==> config.mk <==
export PLATFORM = sky130hd
export DESIGN_NAME = writeback_stage
export DESIGN_NICKNAME = d
export VERILOG_FILES = /design/src/rtl/writeback_stage.sv
export SDC_FILE = /design/constraint.sdc
export NUM_CORES = 1
export LEC_CHECK = 0
export ABC_CLOCK_PERIOD_IN_PS = 5700
export CAP_MARGIN = 20
export CORE_UTILIZATION = 59
export CTS_CLUSTER_SIZE = 25
export DETAILED_ROUTE_END_ITERATION = 10
export HOLD_SLACK_MARGIN = 0.15
export PLACE_DENSITY = 0.89
export SYNTH_ARGS = -nofsm -noshare
export SYNTH_HDL_FRONTEND = slang
export SYNTH_SLANG_ARGS = --single-unit
==> constraint.sdc <==
create_clock -name clk_i -period 5.7 [get_ports clk_i]
set_input_delay 0.57 -clock clk_i [delete_from_list [all_inputs] [get_ports clk_i]]
set_output_delay 0.57 -clock clk_i [all_outputs]
set_load 0.02 [all_outputs]
==> src/rtl/writeback_stage.sv <==
// rtl/writeback_stage.sv - commit stage: register file, NZCV flags and load/store port (optional WB_FORWARDING_EN bypass)
module writeback_stage #(
  parameter int DATA_W  = 32,
  parameter int REG_CNT = 16,
  parameter int ADDR_W  = 16,
  localparam int IDX_W  = (REG_CNT > 1) ? $clog2(REG_CNT) : 1
) (
  input  logic              clk_i,
  input  logic              reset_i,
  input  logic              in_valid_i,
  output logic              in_ready_o,
  input  logic [3:0]        op_code_i,
  input  logic [IDX_W-1:0]  dest_i,
  input  logic [DATA_W-1:0] result_i,
  input  logic [DATA_W-1:0] store_data_i,
  input  logic              reg_write_i,
  input  logic [3:0]        flags_in_i,
  input  logic              flags_update_i,
  input  logic [IDX_W-1:0]  rd_addr_a_i,
  input  logic [IDX_W-1:0]  rd_addr_b_i,
  output logic [DATA_W-1:0] rd_data_a_o,
  output logic [DATA_W-1:0] rd_data_b_o,
  output logic [3:0]        flags_out_o,
  output logic              mem_req_o,
  output logic              mem_we_o,
  output logic [ADDR_W-1:0] mem_addr_o,
  output logic [DATA_W-1:0] mem_wdata_o,
  input  logic              mem_ack_i,
  input  logic [DATA_W-1:0] mem_rdata_i
);

  typedef enum logic {S_IDLE, S_MEM} state_t;

  state_t              state_q, state_d;
  logic [DATA_W-1:0]   regs_q [REG_CNT];
  logic [3:0]          flags_q;
  logic                mem_req_q;
  logic                mem_we_q;
  logic [ADDR_W-1:0]   mem_addr_q;
  logic [DATA_W-1:0]   mem_wdata_q;
  logic [IDX_W-1:0]    mem_dest_q;

  logic                is_mem_op;
  logic                op_writes;
  logic                flag_op;
  logic                wr_en;
  logic [IDX_W-1:0]    wr_idx;
  logic [DATA_W-1:0]   wr_data;
  logic                flags_wr;
  logic                mem_load;

  // Loads and stores leave for the memory port; compare, store and 1111 never write a register
  assign is_mem_op = (op_code_i == 4'b1101) || (op_code_i == 4'b1110);
  assign op_writes = !(op_code_i inside {4'b1011, 4'b1101, 4'b1110, 4'b1111});
  assign flag_op   = op_code_i inside {4'b0000, 4'b0001, 4'b0010, 4'b1000,
                                       4'b1001, 4'b1010, 4'b1011};

  function automatic logic idx_ok(input logic [IDX_W-1:0] idx);
    return ({1'b0, idx} < (IDX_W+1)'(REG_CNT));
  endfunction

  // Next state plus the single register-file write port and flag commit for this edge
  always_comb begin
    state_d  = state_q;
    wr_en    = 1'b0;
    wr_idx   = dest_i;
    wr_data  = result_i;
    flags_wr = 1'b0;
    mem_load = 1'b0;
    case (state_q)
      S_IDLE: begin
        if (in_valid_i) begin
          flags_wr = flags_update_i & flag_op;
          if (is_mem_op) begin
            state_d  = S_MEM;
            mem_load = 1'b1;
          end else begin
            wr_en = reg_write_i & op_writes;
          end
        end
      end
      S_MEM: begin
        if (mem_ack_i) begin
          state_d = S_IDLE;
          wr_idx  = mem_dest_q;
          wr_data = mem_rdata_i;
          wr_en   = ~mem_we_q;
        end
      end
      default: state_d = S_IDLE;
    endcase
    // Reset wins over any commit; out-of-range destinations are dropped
    if (reset_i || !idx_ok(wr_idx)) begin
      wr_en = 1'b0;
    end
    if (reset_i) begin
      flags_wr = 1'b0;
      mem_load = 1'b0;
    end
  end

  // FSM state register
  always_ff @(posedge clk_i) begin
    if (reset_i) begin
      state_q <= S_IDLE;
    end else begin
      state_q <= state_d;
    end
  end

  // Architectural register file
  always_ff @(posedge clk_i) begin
    if (reset_i) begin
      for (int i = 0; i < REG_CNT; i++) begin
        regs_q[i] <= '0;
      end
    end else if (wr_en) begin
      regs_q[wr_idx] <= wr_data;
    end
  end

  // Committed NZCV flags
  always_ff @(posedge clk_i) begin
    if (reset_i) begin
      flags_q <= 4'b0000;
    end else if (flags_wr) begin
      flags_q <= flags_in_i;
    end
  end

  // Memory request: captured at accept and held stable until the ack edge
  always_ff @(posedge clk_i) begin
    if (reset_i) begin
      mem_req_q   <= 1'b0;
      mem_we_q    <= 1'b0;
      mem_addr_q  <= '0;
      mem_wdata_q <= '0;
      mem_dest_q  <= '0;
    end else if (mem_load) begin
      mem_req_q   <= 1'b1;
      mem_we_q    <= (op_code_i == 4'b1110);
      mem_addr_q  <= result_i[ADDR_W-1:0];
      mem_wdata_q <= store_data_i;
      mem_dest_q  <= dest_i;
    end else if (state_q == S_MEM && mem_ack_i) begin
      mem_req_q <= 1'b0;
    end
  end

  // Combinational read ports and flags, optionally bypassing the commit in flight
  always_comb begin
    rd_data_a_o = idx_ok(rd_addr_a_i) ? regs_q[rd_addr_a_i] : '0;
    rd_data_b_o = idx_ok(rd_addr_b_i) ? regs_q[rd_addr_b_i] : '0;
    flags_out_o = flags_q;
`ifdef WB_FORWARDING_EN
    if (wr_en && wr_idx == rd_addr_a_i) begin
      rd_data_a_o = wr_data;
    end
    if (wr_en && wr_idx == rd_addr_b_i) begin
      rd_data_b_o = wr_data;
    end
    if (flags_wr) begin
      flags_out_o = flags_in_i;
    end
`endif
  end

  assign in_ready_o  = (state_q == S_IDLE);
  assign mem_req_o   = mem_req_q;
  assign mem_we_o    = mem_we_q;
  assign mem_addr_o  = mem_addr_q;
  assign mem_wdata_o = mem_wdata_q;

endmodule

==> out/results.tsv <==
stage	metric	value	unit
outcome	status	finished, final reports clean	
logic_synthesis	synthSimpleGateAreaFrac	0.1273	
layout	num_antenna_cells	0	
global_route	grt_pass1_vias	22930	
layout	multi_input_area	11440	sq um
sta	maxSlewHeadroom	0.09998	
layout	regArea	16560	sq um
sta	worst_pin_slew	1.350	ns
clock_tree	ctsRootBufferMaster	clkbuf_16	
global_route	grt_pass1_wl	136600	um
clock_tree	postCtsResizedCells	0	
setup_path	crit_top_cell	clkdlybuf4s50_1	
setup_path	cp-start-kind	primary input	
detailed_routing	drc	0	
setup_path	cp_cell_sequence	clkdlybuf4s50_1, nor2b_4, buf_4, a22oi_1, nand2_1, clkdlybuf4s50_1	
detailed_routing	drt_iter0_markers	4333	
floorplan	initial_core_util	0.5995	
layout	most-common-layout-cells	512 x edfxtp_1, 301 x nand2_1, 291 x nor2_1, 256 x mux4_2, 235 x clkdlybuf4s50_1	
global_route	antenna_found_initial	0	
logic_synthesis	synth_top_family_by_area	multiplexers	
sta	clock_skew	0.01964	ns
detailed_routing	via_per_inst	7.582	
setup_path	endpoint_kind	output pin	
logic_synthesis	synth-seq-area-share	0.5772	
placed_design	dpl.hpwl	52280	um
floorplan	die_w	222.5	um
floorplan	dieArea	49500	sq um
floorplan	io_pins	241	
sta	slew_violations	0	
floorplan	core	47850	sq um
layout	fillers	2914	
layout	drive_gt1_frac	0.2071	
hold_path	hold_class	reg2reg	
sta	fin_crit_sh	0.7014	
global_route	grtUsageTotal	0.3730	
logic_synthesis	synthFlopType	edfxtp_1	
setup_path	critical_path_arrival	3.43	ns
logic_synthesis	ys_ff_latch	571	
logic_synthesis	synth_enable_flop_cells	512	
power	p_leak	10.96	nW
detailed_routing	drt_pass1_iterations	7	
flow_run	cap_viol_max_count	0	
setup_path	path_buf_inv	3	
logic_synthesis	synth_compound_area_frac	0.05043	
global_route	grt_start_max_net_pins	210	
detailed_routing	vias	22350	
clock_tree	clk_pin_slew	0.06	ns
logic_synthesis	synthArstFlopShare	0	
sta	hold_ws	0.4527	ns
logic_synthesis	synth_fa_ha_area_frac	0	
setup_path	path_class	in2out	
setup_path	cp_max_fo	23	
setup_path	cpPeakStageDelay	0.87	ns
clock_tree	postCtsHoldBufs	0	
layout	layout_commonest_cell	edfxtp_1	
detailed_routing	postRouteAntennaNets	0	
sta	setup_viol	0	
layout	area_growth	17.27	%
power	p_per_area	301.9	nW/um^2
logic_synthesis	muxShareOfSynthArea	0.2150	
logic_synthesis	syn_nets	2264	
placed_design	io_buffers	240	
sta	fin_crit	3.998	ns
sta	finalHoldViolations	0	
sta	tns	0	ns
layout	final_nets	2408	
logic_synthesis	netlist_instances	2142	
floorplan	die_height	222.5	um
clock_tree	cts_buffer_depth	3	
logic_synthesis	synthDistinctLibCells	40	
floorplan	placementRows	80	
logic_synthesis	syn_avg_cell_area	13.39	sq um
clock_tree	post_cts_buffers	0	
sta	rsz0062_at_grt	no	
setup_path	cpMaxStageDelayCell	nor2b_4	
logic_synthesis	yosys_warnings	0	
clock_tree	h-tree-depth	2	
detailed_routing	wl_per_cell	31.99	um
sta	fmax	0.2501	GHz
logic_synthesis	synth_xor_area_frac	0.0003054	
clock_tree	clk_latency	0.64	ns
global_route	grt_overflow	0	
clock_tree	cts_made_buffers	56	
clock_tree	cts_tree	done	
detailed_routing	routed_wl	94290	um
setup_path	cp_top_family	buffers and inverters	
placed_design	place.gp.congestion	0.8249	
power	ir_worst_vdd	0.2568	mV
logic_synthesis	syn_area	28680	sq um
setup_path	cp.required	5.13	ns
clock_tree	cts_sinks	571	
per-stage QoR:
step           total power [mW]  instances  setup WS [ns]  utilization  instance area [sq um]
2_1_floorplan             5.638       2142          2.835            -                  28680
3_3_place_gp              6.132       2833          1.801       0.6589                  31530
3_5_place_dp              6.198       2833          1.707       0.6589                  31530
4_1_cts                   10.03       2937          1.770       0.6988                  33430
5_1_grt                   10.31       2947          1.678       0.7030                  33630
6_report                  10.15       2947          1.702       0.7030                  33630
Yosys cell counts (2+ instances only):
cell type  instances  area share
buf_2             54      0.0094
inv_1              2     0.00026
mux4_2           256        0.20
and2_1             5      0.0011
buf_6              3      0.0012
a21oi_1           56      0.0098
nor2_1           293       0.038
o21ai_0            4     0.00070
mux2_2            32       0.013
edfxtp_1         512        0.54
a22oi_1          128       0.034
a21o_1            12      0.0031
o21ai_2            2     0.00061
mux2i_1            4      0.0014
nand4b_1           5      0.0015
nor2b_1            5      0.0011
dfxtp_1           59       0.041
clkbuf_1         137       0.018
buf_1              6     0.00079
nand3_1            7      0.0012
o21ai_1            2     0.00035
nor2_2            20      0.0044
nand4_1            2     0.00044
nand2b_1           6      0.0013
nor3_1           208       0.036
nand2_1          308       0.040
final timing paths:
| kind | cells after the start | to | startpoint | slack [ns] |
|---|---|---|---|---|
| max | 6 | rd_data_a_o[14] | rd_addr_a_i[2] | 1.70 |
| min reg2reg | 2 | mem_addr_o[10] | mem_addr_o[10] | 0.45 |
| min | 2 | mem_addr_o[10] | mem_addr_o[10] | 0.45 |
| max reg2reg | 6 | regs_q[12][21] | state_q | 1.94 |
flip-flops by register name (all words and copies together) (netlist names):
name and count:
mem_req_o 1, mem_addr_o 16, mem_wdata_o 32, mem_we_o 1, state_q 1, regs_q 512
mem_dest_q 4, flags_out_o 4
power by group:
group	switching [mW]	internal (mW)	leakage, nW	total (mW)
Clock	1.66	2.29	0.937	3.95
Sequential	0.106	4.72	5.67	4.83
Combinational	0.809	0.559	4.36	1.37
Total	2.58	7.57	11.0	10.2
layout make-up:
type | instances | area share
multi-input cells | 1368 | 0.3402
inverters | 3 | 0.0003348
flip-flops and latches | 571 | 0.4922
clock buffers | 67 | 0.04382
clock inverters | 37 | 0.01291
well taps | 615 | 0.02288
repair buffers | 286 | 0.08757
cell families (layout without fill, tap and decap cells):
group,after synthesis,after routing
and+or+nand+nor,864,864
buffers and inverters,203,393
AOI/OAI and AO/OA,211,211
DFF,571,571
muxes,292,292
xor gates and xnor gates,1,1
worst register-to-register path: cells and delay by family (launching register included):
family | cells | cell delay (ns)
flops | 1 | 0.62
compound gates | 2 | 1.06
simple gates | 2 | 1.11
buf+inv | 2 | 0.64
per-layer routing:
layer | track usage | routed length [um] | up-vias
met5 | 0 | 0 | -
met1 | 0.4494 | 27770 | 10650
met4 | 0.2129 | 5628 | 0
li1 | - | - | 8526
met3 | 0.1291 | 16700 | 488
met2 | 0.5886 | 44190 | 2686
Note: power is estimated with default switching activity, not from simulation.
